`src/rtl/trap_ctrl_if.sv`:
```
// Request/CSR/redirect bundle between trap_ctrl and the core, CSR block and fetch.
// master = trap_ctrl, slave = the surrounding core.
interface trap_ctrl_if #(
   parameter int XLEN = 32
);
   logic            exc_valid;
   logic [XLEN-2:0] exc_code;
   logic [XLEN-1:0] exc_pc;
   logic            mret_valid;
   logic            irq_valid;
   logic [XLEN-2:0] irq_code;
   logic [XLEN-1:0] next_pc;
   logic            pipe_busy;
   logic [XLEN-3:0] csr_rd_mtvec_base;
   logic [1:0]      csr_rd_mtvec_mode;
   logic [XLEN-1:0] csr_rd_mepc_mepc;
   logic            ent_trap;
   logic [XLEN-1:0] csr_wr_mepc_mepc;
   logic [XLEN-2:0] csr_wr_mcause_exception_code;
   logic            csr_wr_mcause_interrupt;
   logic            redirect_valid;
   logic [XLEN-1:0] redirect_pc;
   logic            redirect_ready;
   logic            stall;

   modport master (
      input  exc_valid, exc_code, exc_pc, mret_valid, irq_valid, irq_code, next_pc,
             pipe_busy, csr_rd_mtvec_base, csr_rd_mtvec_mode, csr_rd_mepc_mepc,
             redirect_ready,
      output ent_trap, csr_wr_mepc_mepc, csr_wr_mcause_exception_code,
             csr_wr_mcause_interrupt, redirect_valid, redirect_pc, stall
   );

   modport slave (
      output exc_valid, exc_code, exc_pc, mret_valid, irq_valid, irq_code, next_pc,
             pipe_busy, csr_rd_mtvec_base, csr_rd_mtvec_mode, csr_rd_mepc_mepc,
             redirect_ready,
      input  ent_trap, csr_wr_mepc_mepc, csr_wr_mcause_exception_code,
             csr_wr_mcause_interrupt, redirect_valid, redirect_pc, stall
   );
endinterface

```
`src/rtl/trap_ctrl.sv`:
```
// Machine-mode trap entry / mret sequencer: arbitrate, drain, write mepc/mcause, redirect fetch.
// Optional macro TRAP_VECTORED_EN enables vectored interrupt targets (mtvec.mode == 1).
module trap_ctrl #(
   parameter int XLEN = 32
) (
   input  logic         clk,
   input  logic         rst_b,
   trap_ctrl_if.master  bus
);
   typedef enum logic [2:0] {IDLE, DRAIN, SAVE, JUMP, RETURN} state_e;

   state_e          state_q, state_d;
   logic [XLEN-1:0] pc_q, pc_d;
   logic [XLEN-2:0] code_q, code_d;
   logic            intr_q, intr_d;
   logic            ret_q, ret_d;
   logic            stall_q, stall_d;

   logic            ent_trap;
   logic [XLEN-1:0] mepc_wr;
   logic [XLEN-2:0] code_wr;
   logic            intr_wr;
   logic            rvalid;
   logic [XLEN-1:0] rpc;
   logic [XLEN-1:0] trap_tgt;

   always_ff @(posedge clk or negedge rst_b) begin
      if (!rst_b) begin
         state_q <= IDLE;
         pc_q    <= '0;
         code_q  <= '0;
         intr_q  <= 1'b0;
         ret_q   <= 1'b0;
         stall_q <= 1'b0;
      end else begin
         state_q <= state_d;
         pc_q    <= pc_d;
         code_q  <= code_d;
         intr_q  <= intr_d;
         ret_q   <= ret_d;
         stall_q <= stall_d;
      end
   end

   always_comb begin
      state_d  = state_q;
      pc_d     = pc_q;
      code_d   = code_q;
      intr_d   = intr_q;
      ret_d    = ret_q;
      ent_trap = 1'b0;
      mepc_wr  = '0;
      code_wr  = '0;
      intr_wr  = 1'b0;
      rvalid   = 1'b0;
      rpc      = '0;

      // Reserved mtvec modes 2/3 fall through to the direct target.
      trap_tgt = {bus.csr_rd_mtvec_base, 2'b00};
`ifdef TRAP_VECTORED_EN
      if (bus.csr_rd_mtvec_mode == 2'd1 && intr_q)
         trap_tgt = trap_tgt + XLEN'({code_q, 2'b00});
`endif

      unique case (state_q)
         IDLE: begin
            if (bus.exc_valid) begin
               pc_d    = bus.exc_pc;
               code_d  = bus.exc_code;
               intr_d  = 1'b0;
               ret_d   = 1'b0;
               state_d = DRAIN;
            end else if (bus.mret_valid) begin
               ret_d   = 1'b1;
               state_d = DRAIN;
            end else if (bus.irq_valid) begin
               pc_d    = bus.next_pc;
               code_d  = bus.irq_code;
               intr_d  = 1'b1;
               ret_d   = 1'b0;
               state_d = DRAIN;
            end
         end
         DRAIN: begin
            if (!bus.pipe_busy)
               state_d = ret_q ? RETURN : SAVE;
         end
         SAVE: begin
            ent_trap = 1'b1;
            mepc_wr  = {pc_q[XLEN-1:2], 2'b00};
            code_wr  = code_q;
            intr_wr  = intr_q;
            state_d  = JUMP;
         end
         JUMP: begin
            rvalid = 1'b1;
            rpc    = trap_tgt;
            if (bus.redirect_ready)
               state_d = IDLE;
         end
         RETURN: begin
            rvalid = 1'b1;
            rpc    = {bus.csr_rd_mepc_mepc[XLEN-1:2], 2'b00};
            if (bus.redirect_ready)
               state_d = IDLE;
         end
         default: state_d = IDLE;
      endcase

      stall_d = (state_d != IDLE);
   end

   assign bus.ent_trap                     = ent_trap;
   assign bus.csr_wr_mepc_mepc             = mepc_wr;
   assign bus.csr_wr_mcause_exception_code = code_wr;
   assign bus.csr_wr_mcause_interrupt      = intr_wr;
   assign bus.redirect_valid               = rvalid;
   assign bus.redirect_pc                  = rpc;
   assign bus.stall                        = stall_q;
endmodule

```
`src/flat_wrapper.sv`:
```
// flat-port wrapper written by rule: the top's interface ports become plain ports
module trap_ctrl_flat 
#(
   parameter int XLEN = 32
)
  (clk, rst_b, bus_exc_valid, bus_exc_code, bus_exc_pc, bus_mret_valid, bus_irq_valid, bus_irq_code, bus_next_pc, bus_pipe_busy, bus_csr_rd_mtvec_base, bus_csr_rd_mtvec_mode, bus_csr_rd_mepc_mepc, bus_redirect_ready, bus_ent_trap, bus_csr_wr_mepc_mepc, bus_csr_wr_mcause_exception_code, bus_csr_wr_mcause_interrupt, bus_redirect_valid, bus_redirect_pc, bus_stall);
  trap_ctrl_if #(.XLEN(XLEN)) bus_i ();
  input  logic clk;
  input  logic rst_b;
  input wire logic [$bits(bus_i.exc_valid)-1:0] bus_exc_valid;
  input wire logic [$bits(bus_i.exc_code)-1:0] bus_exc_code;
  input wire logic [$bits(bus_i.exc_pc)-1:0] bus_exc_pc;
  input wire logic [$bits(bus_i.mret_valid)-1:0] bus_mret_valid;
  input wire logic [$bits(bus_i.irq_valid)-1:0] bus_irq_valid;
  input wire logic [$bits(bus_i.irq_code)-1:0] bus_irq_code;
  input wire logic [$bits(bus_i.next_pc)-1:0] bus_next_pc;
  input wire logic [$bits(bus_i.pipe_busy)-1:0] bus_pipe_busy;
  input wire logic [$bits(bus_i.csr_rd_mtvec_base)-1:0] bus_csr_rd_mtvec_base;
  input wire logic [$bits(bus_i.csr_rd_mtvec_mode)-1:0] bus_csr_rd_mtvec_mode;
  input wire logic [$bits(bus_i.csr_rd_mepc_mepc)-1:0] bus_csr_rd_mepc_mepc;
  input wire logic [$bits(bus_i.redirect_ready)-1:0] bus_redirect_ready;
  output wire logic [$bits(bus_i.ent_trap)-1:0] bus_ent_trap;
  output wire logic [$bits(bus_i.csr_wr_mepc_mepc)-1:0] bus_csr_wr_mepc_mepc;
  output wire logic [$bits(bus_i.csr_wr_mcause_exception_code)-1:0] bus_csr_wr_mcause_exception_code;
  output wire logic [$bits(bus_i.csr_wr_mcause_interrupt)-1:0] bus_csr_wr_mcause_interrupt;
  output wire logic [$bits(bus_i.redirect_valid)-1:0] bus_redirect_valid;
  output wire logic [$bits(bus_i.redirect_pc)-1:0] bus_redirect_pc;
  output wire logic [$bits(bus_i.stall)-1:0] bus_stall;
  assign bus_i.exc_valid = bus_exc_valid;
  assign bus_i.exc_code = bus_exc_code;
  assign bus_i.exc_pc = bus_exc_pc;
  assign bus_i.mret_valid = bus_mret_valid;
  assign bus_i.irq_valid = bus_irq_valid;
  assign bus_i.irq_code = bus_irq_code;
  assign bus_i.next_pc = bus_next_pc;
  assign bus_i.pipe_busy = bus_pipe_busy;
  assign bus_i.csr_rd_mtvec_base = bus_csr_rd_mtvec_base;
  assign bus_i.csr_rd_mtvec_mode = bus_csr_rd_mtvec_mode;
  assign bus_i.csr_rd_mepc_mepc = bus_csr_rd_mepc_mepc;
  assign bus_i.redirect_ready = bus_redirect_ready;
  assign bus_ent_trap = bus_i.ent_trap;
  assign bus_csr_wr_mepc_mepc = bus_i.csr_wr_mepc_mepc;
  assign bus_csr_wr_mcause_exception_code = bus_i.csr_wr_mcause_exception_code;
  assign bus_csr_wr_mcause_interrupt = bus_i.csr_wr_mcause_interrupt;
  assign bus_redirect_valid = bus_i.redirect_valid;
  assign bus_redirect_pc = bus_i.redirect_pc;
  assign bus_stall = bus_i.stall;
  trap_ctrl #(.XLEN(XLEN)) u_core (.clk(clk), .rst_b(rst_b), .bus(bus_i));
endmodule
```
`config.mk`:
```
export PLATFORM = sky130hd
export DESIGN_NAME = trap_ctrl_flat
export DESIGN_NICKNAME = d
export VERILOG_FILES = /design/src/rtl/trap_ctrl_if.sv /design/src/rtl/trap_ctrl.sv /design/src/flat_wrapper.sv
export SDC_FILE = /design/constraint.sdc
export NUM_CORES = 1
export LEC_CHECK = 0
export BUFFER_PORTS_ARGS = -buffer_cell sky130_fd_sc_hd__buf_2
export CAP_MARGIN = 20
export CORE_AREA = 2 2 114 116
export CTS_CLUSTER_SIZE = 12
export DETAILED_ROUTE_END_ITERATION = 6
export DIE_AREA = 0 0 116 118
export PLACE_DENSITY_LB_ADDON = 0.05
export SYNTH_ARGS = -nofsm -noshare
export SYNTH_HDL_FRONTEND = slang
export SYNTH_SLANG_ARGS = --single-unit
```
`constraint.sdc`:
```
create_clock -name clk -period 2.45 [get_ports clk]
set_input_delay 0 -clock clk [delete_from_list [all_inputs] [get_ports clk]]
set_output_delay 0 -clock clk [all_outputs]
set_load 0.1 [all_outputs]
```
==> flow_summary_export.csv <==
group,metric,value,unit
global_route,grt.total_usage,17.9,%
clocking,insertion_delay,320,ps
critical_path,reg2reg_from,"u_core.state_q[0]$_DFF_PN0_",
placement,dpl-instance-area,6820,um2
pwr,power_density,1290,nW/um2
cells_and_area,regArea,1680,um2
critical_path,slowest_stage,"dfrtp_1",
critical_path,reg2reg_depth,4,
timing,slew_viol_final,0,
cells_and_area,num_antenna_cells,0,
min_path,worstHoldPathType,"in -> reg",
clocking,cts_resized,0,
pwr,clock_power_share,14.0,%
drt,drcViolationCount,0,
cells_and_area,design_area,7140,um2
min_path,hold_end,"u_core.ret_q$_DFFE_PN0P_",
die,die_y,118,um
timing,rsz0062_at_grt,"false",
critical_path,crit_fanout,31,
global_route,overflow,0,
global_route,grt_pass1_vias,3647,
clocking,cts-root-buf,"clkbuf_16",
cells_and_area,syn_to_final_growth,63.3,%
drt,routedWlPerCell,15.4,um
drt,vias_per_cell,4.53,
pwr,power.switching,4.34,mW
critical_path,crit_path_end_kind,"output pin",
clocking,cts_sinks,67,
critical_path,critPathBufInv,2,
critical_path,worstPathCellList,"nor3b_4 > buf_4 > and2_1 > buf_2",
min_path,holdPathStages,3,
critical_path,cpPeakStageDelay,540,ps
cells_and_area,nets,815,
clocking,htreeDepth,3,
die,die_area,13700,um2
die,coreArea,12400,um2
yosys,synthDistinctLibCells,30,
cells_and_area,final_cells,795,
cells_and_area,multiInputGateArea,2450,um2
drt,num_vias,3605,
die,initial_core_util,35.2,%
drt,drtIter0Drc,107,
yosys,ys_seq_area_share,38.3,%
timing,setup_viol,0,
yosys,synthesis.area,4370,um2
critical_path,regToRegSetupSlack,460,ps
cells_and_area,fill_cells,1054,
drt,routed_wl,12.3,mm
global_route,antenna_found_initial,0,
timing,tightest_slew,775,ps
cells_and_area,final_layout_size_suffix_gt1_share,69.8,%
timing,hold_viol,0,
clocking,tritoncts,"built",
placement,port_buffers,283,
clocking,post_cts_buffers,0,
yosys,ys.warnings.count,0,
clocking,cts_buffers,9,
min_path,min_from,"bus_mret_valid",
job,cap_viol_max_count,0,
placement,gp_congestion,0.815,
die,ioPinCount,296,
global_route,grt_max_degree,36,
timing,period_needed,2030,ps
yosys,ys_ff_latch,67,
outcome,status,"completed",
pwr,intPower,4.84,mW
pwr,p_leak,3.49,nW
critical_path,cp-start-kind,"register",
critical_path,crit_required,2450,ps
yosys,syn_area_per_cell,12.8,um2
timing,fin_worst_skew,4.41,ps
placement,dpl.hpwl,9.54,mm
clocking,clockBufferDepth,2,
critical_path,cp_data_arrival_time,2030,ps
drt,antenna_left,0,
pwr,sw_frac_of_total,47.3,%
timing,maxSlewHeadroom,48.4,%
drt,firstDrtPassIters,4,
clocking,cts.clk_slew.worst_paths,60,ps
pwr,total_power,9.18,mW
critical_path,critPathTopFamily,"buffers and inverters",
placement,place_inst,777,
timing,fin_crit_sh,83.0,%
timing,fmax,492,MHz
yosys,syn_inst,343,
pwr,combPwrFrac,64.2,%
die,die_w,116,um
die,rows,41,
timing,tns,0,ps
pwr,p_seq_share,21.8,%
critical_path,path_class,"reg -> out",
critical_path,r2r_end,"u_core.pc_q[30]$_DFFE_PN0P_",
global_route,grt_pass1_wl,19.2,mm
pwr,ir_worst_vdd,560,uV
[cells in the mapped netlist (all sizes together)]
cell type / instances / share of area [%]
nand2: 2 / 0.17
clkbuf: 18 / 1.5
and3b: 1 / 0.20
nor3: 2 / 0.49
nand2b: 1 / 0.14
inv: 1 / 0.086
nor4bb: 1 / 0.23
or2: 1 / 0.14
a22o: 30 / 6.0
a32oi: 1 / 0.20
nor2: 5 / 0.43
a21oi: 1 / 0.11
o21a: 2 / 0.34
a221oi: 2 / 0.40
a2bb2oi: 2 / 0.40
mux2: 122 / 36
nor2b: 1 / 0.14
o21ai: 1 / 0.11
nor3b: 1 / 0.29
buf: 16 / 4.5
conb: 1 / 0.086
and2: 63 / 9.0
dfrtp: 67 / 38
o22ai: 1 / 0.14
[cells in the final DEF (no fill, tap or decap), types with 2 or more instances in the layout]
cell type      count
a2bb2oi_1          2
clkinv_2           2
buf_2            220
inv_6              2
dlygate4sd3_1      2
clkinv_4           2
and2_1            62
nor2_1             5
buf_12            66
dfrtp_1           67
a22o_1            30
nand2_1            2
mux2_2            63
clkbuf_16          9
a221oi_1           2
conb_1             4
mux2_4            59
buf_4              7
[flip-flops by register name (all words and copies together) (netlist names)]
signal	cells
u_core.intr_q	1
u_core.code_q	31
u_core.ret_q	1
u_core.state_q	3
u_core.bus.stall	1
u_core.pc_q	30
[final cells by class]
type,count,share of cell area [%]
clock buffer,9,3.15
inverter,1,0.0525
timing repair buffer,295,34.9
tap,172,3.01
clock inverter,7,1.05
sequential,67,23.5
multi-input combinational,244,34.3
[how the worst max path moves through the flow]
stage | from | endpoint | slack, ps | depth (start not counted)
after global routing | u_core.state_q[1]$_DFF_PN0_ | bus_csr_wr_mepc_mepc[27] | 260 | 4
after CTS | u_core.state_q[1]$_DFF_PN0_ | bus_csr_wr_mepc_mepc[2] | 380 | 4
after floorplan | u_core.state_q[2]$_DFF_PN0_ | bus_csr_wr_mcause_exception_code[21] | 210 | 4
final | u_core.state_q[1]$_DFF_PN0_ | bus_csr_wr_mcause_exception_code[19] | 420 | 4
after detailed placement | u_core.state_q[0]$_DFF_PN0_ | u_core.code_q[29]$_DFFE_PN0P_ | 460 | 4
after global placement | u_core.state_q[0]$_DFF_PN0_ | u_core.code_q[21]$_DFFE_PN0P_ | 510 | 4
[power groups by stage]
stage	clock network, mW	registers (mW)	logic [mW]
floorplan	0	1.91	4.45
global placement	0	2.00	5.88
detailed placement	0	2.01	5.93
CTS	1.33	2.00	5.94
global route	1.39	2.08	6.13
finish	1.29	2.00	5.89
[layer usage]
layer	track usage, %	wire length (um)
met2	30.1	5970
met3	5.97	1160
met1	21.7	5010
met5	0	0
met4	5.06	136
[worst min-delay path, stage by stage]
cell and delay, ps:
buf_2 110, a2bb2oi_1 60, o22ai_1 120
[cell families after synthesis]
group / share of synthesized area (%)
AOI/OAI and AO/OA: 7.72
buffers and inverters: 6.15
DFF: 38.3
muxes: 36.5
other: 0.0857
and+or+nand+nor: 11.2
[timing repair]
action / 4_1_cts / 5_1_grt
hold endpoints to repair: 33 / 0
setup endpoints to repair: 0 / 0
hold buffers: 2 / 0
[stage by stage]
stage	util, %	hold WS, ps	setup slack, ps
2_1_floorplan	-	-296	209
3_3_place_gp	55.0	127	515
3_5_place_dp	55.0	129	461
4_1_cts	57.5	12.4	377
5_1_grt	57.5	18.8	255
6_report	57.5	20.2	416
Note: power is estimated with default switching activity, not from simulation.
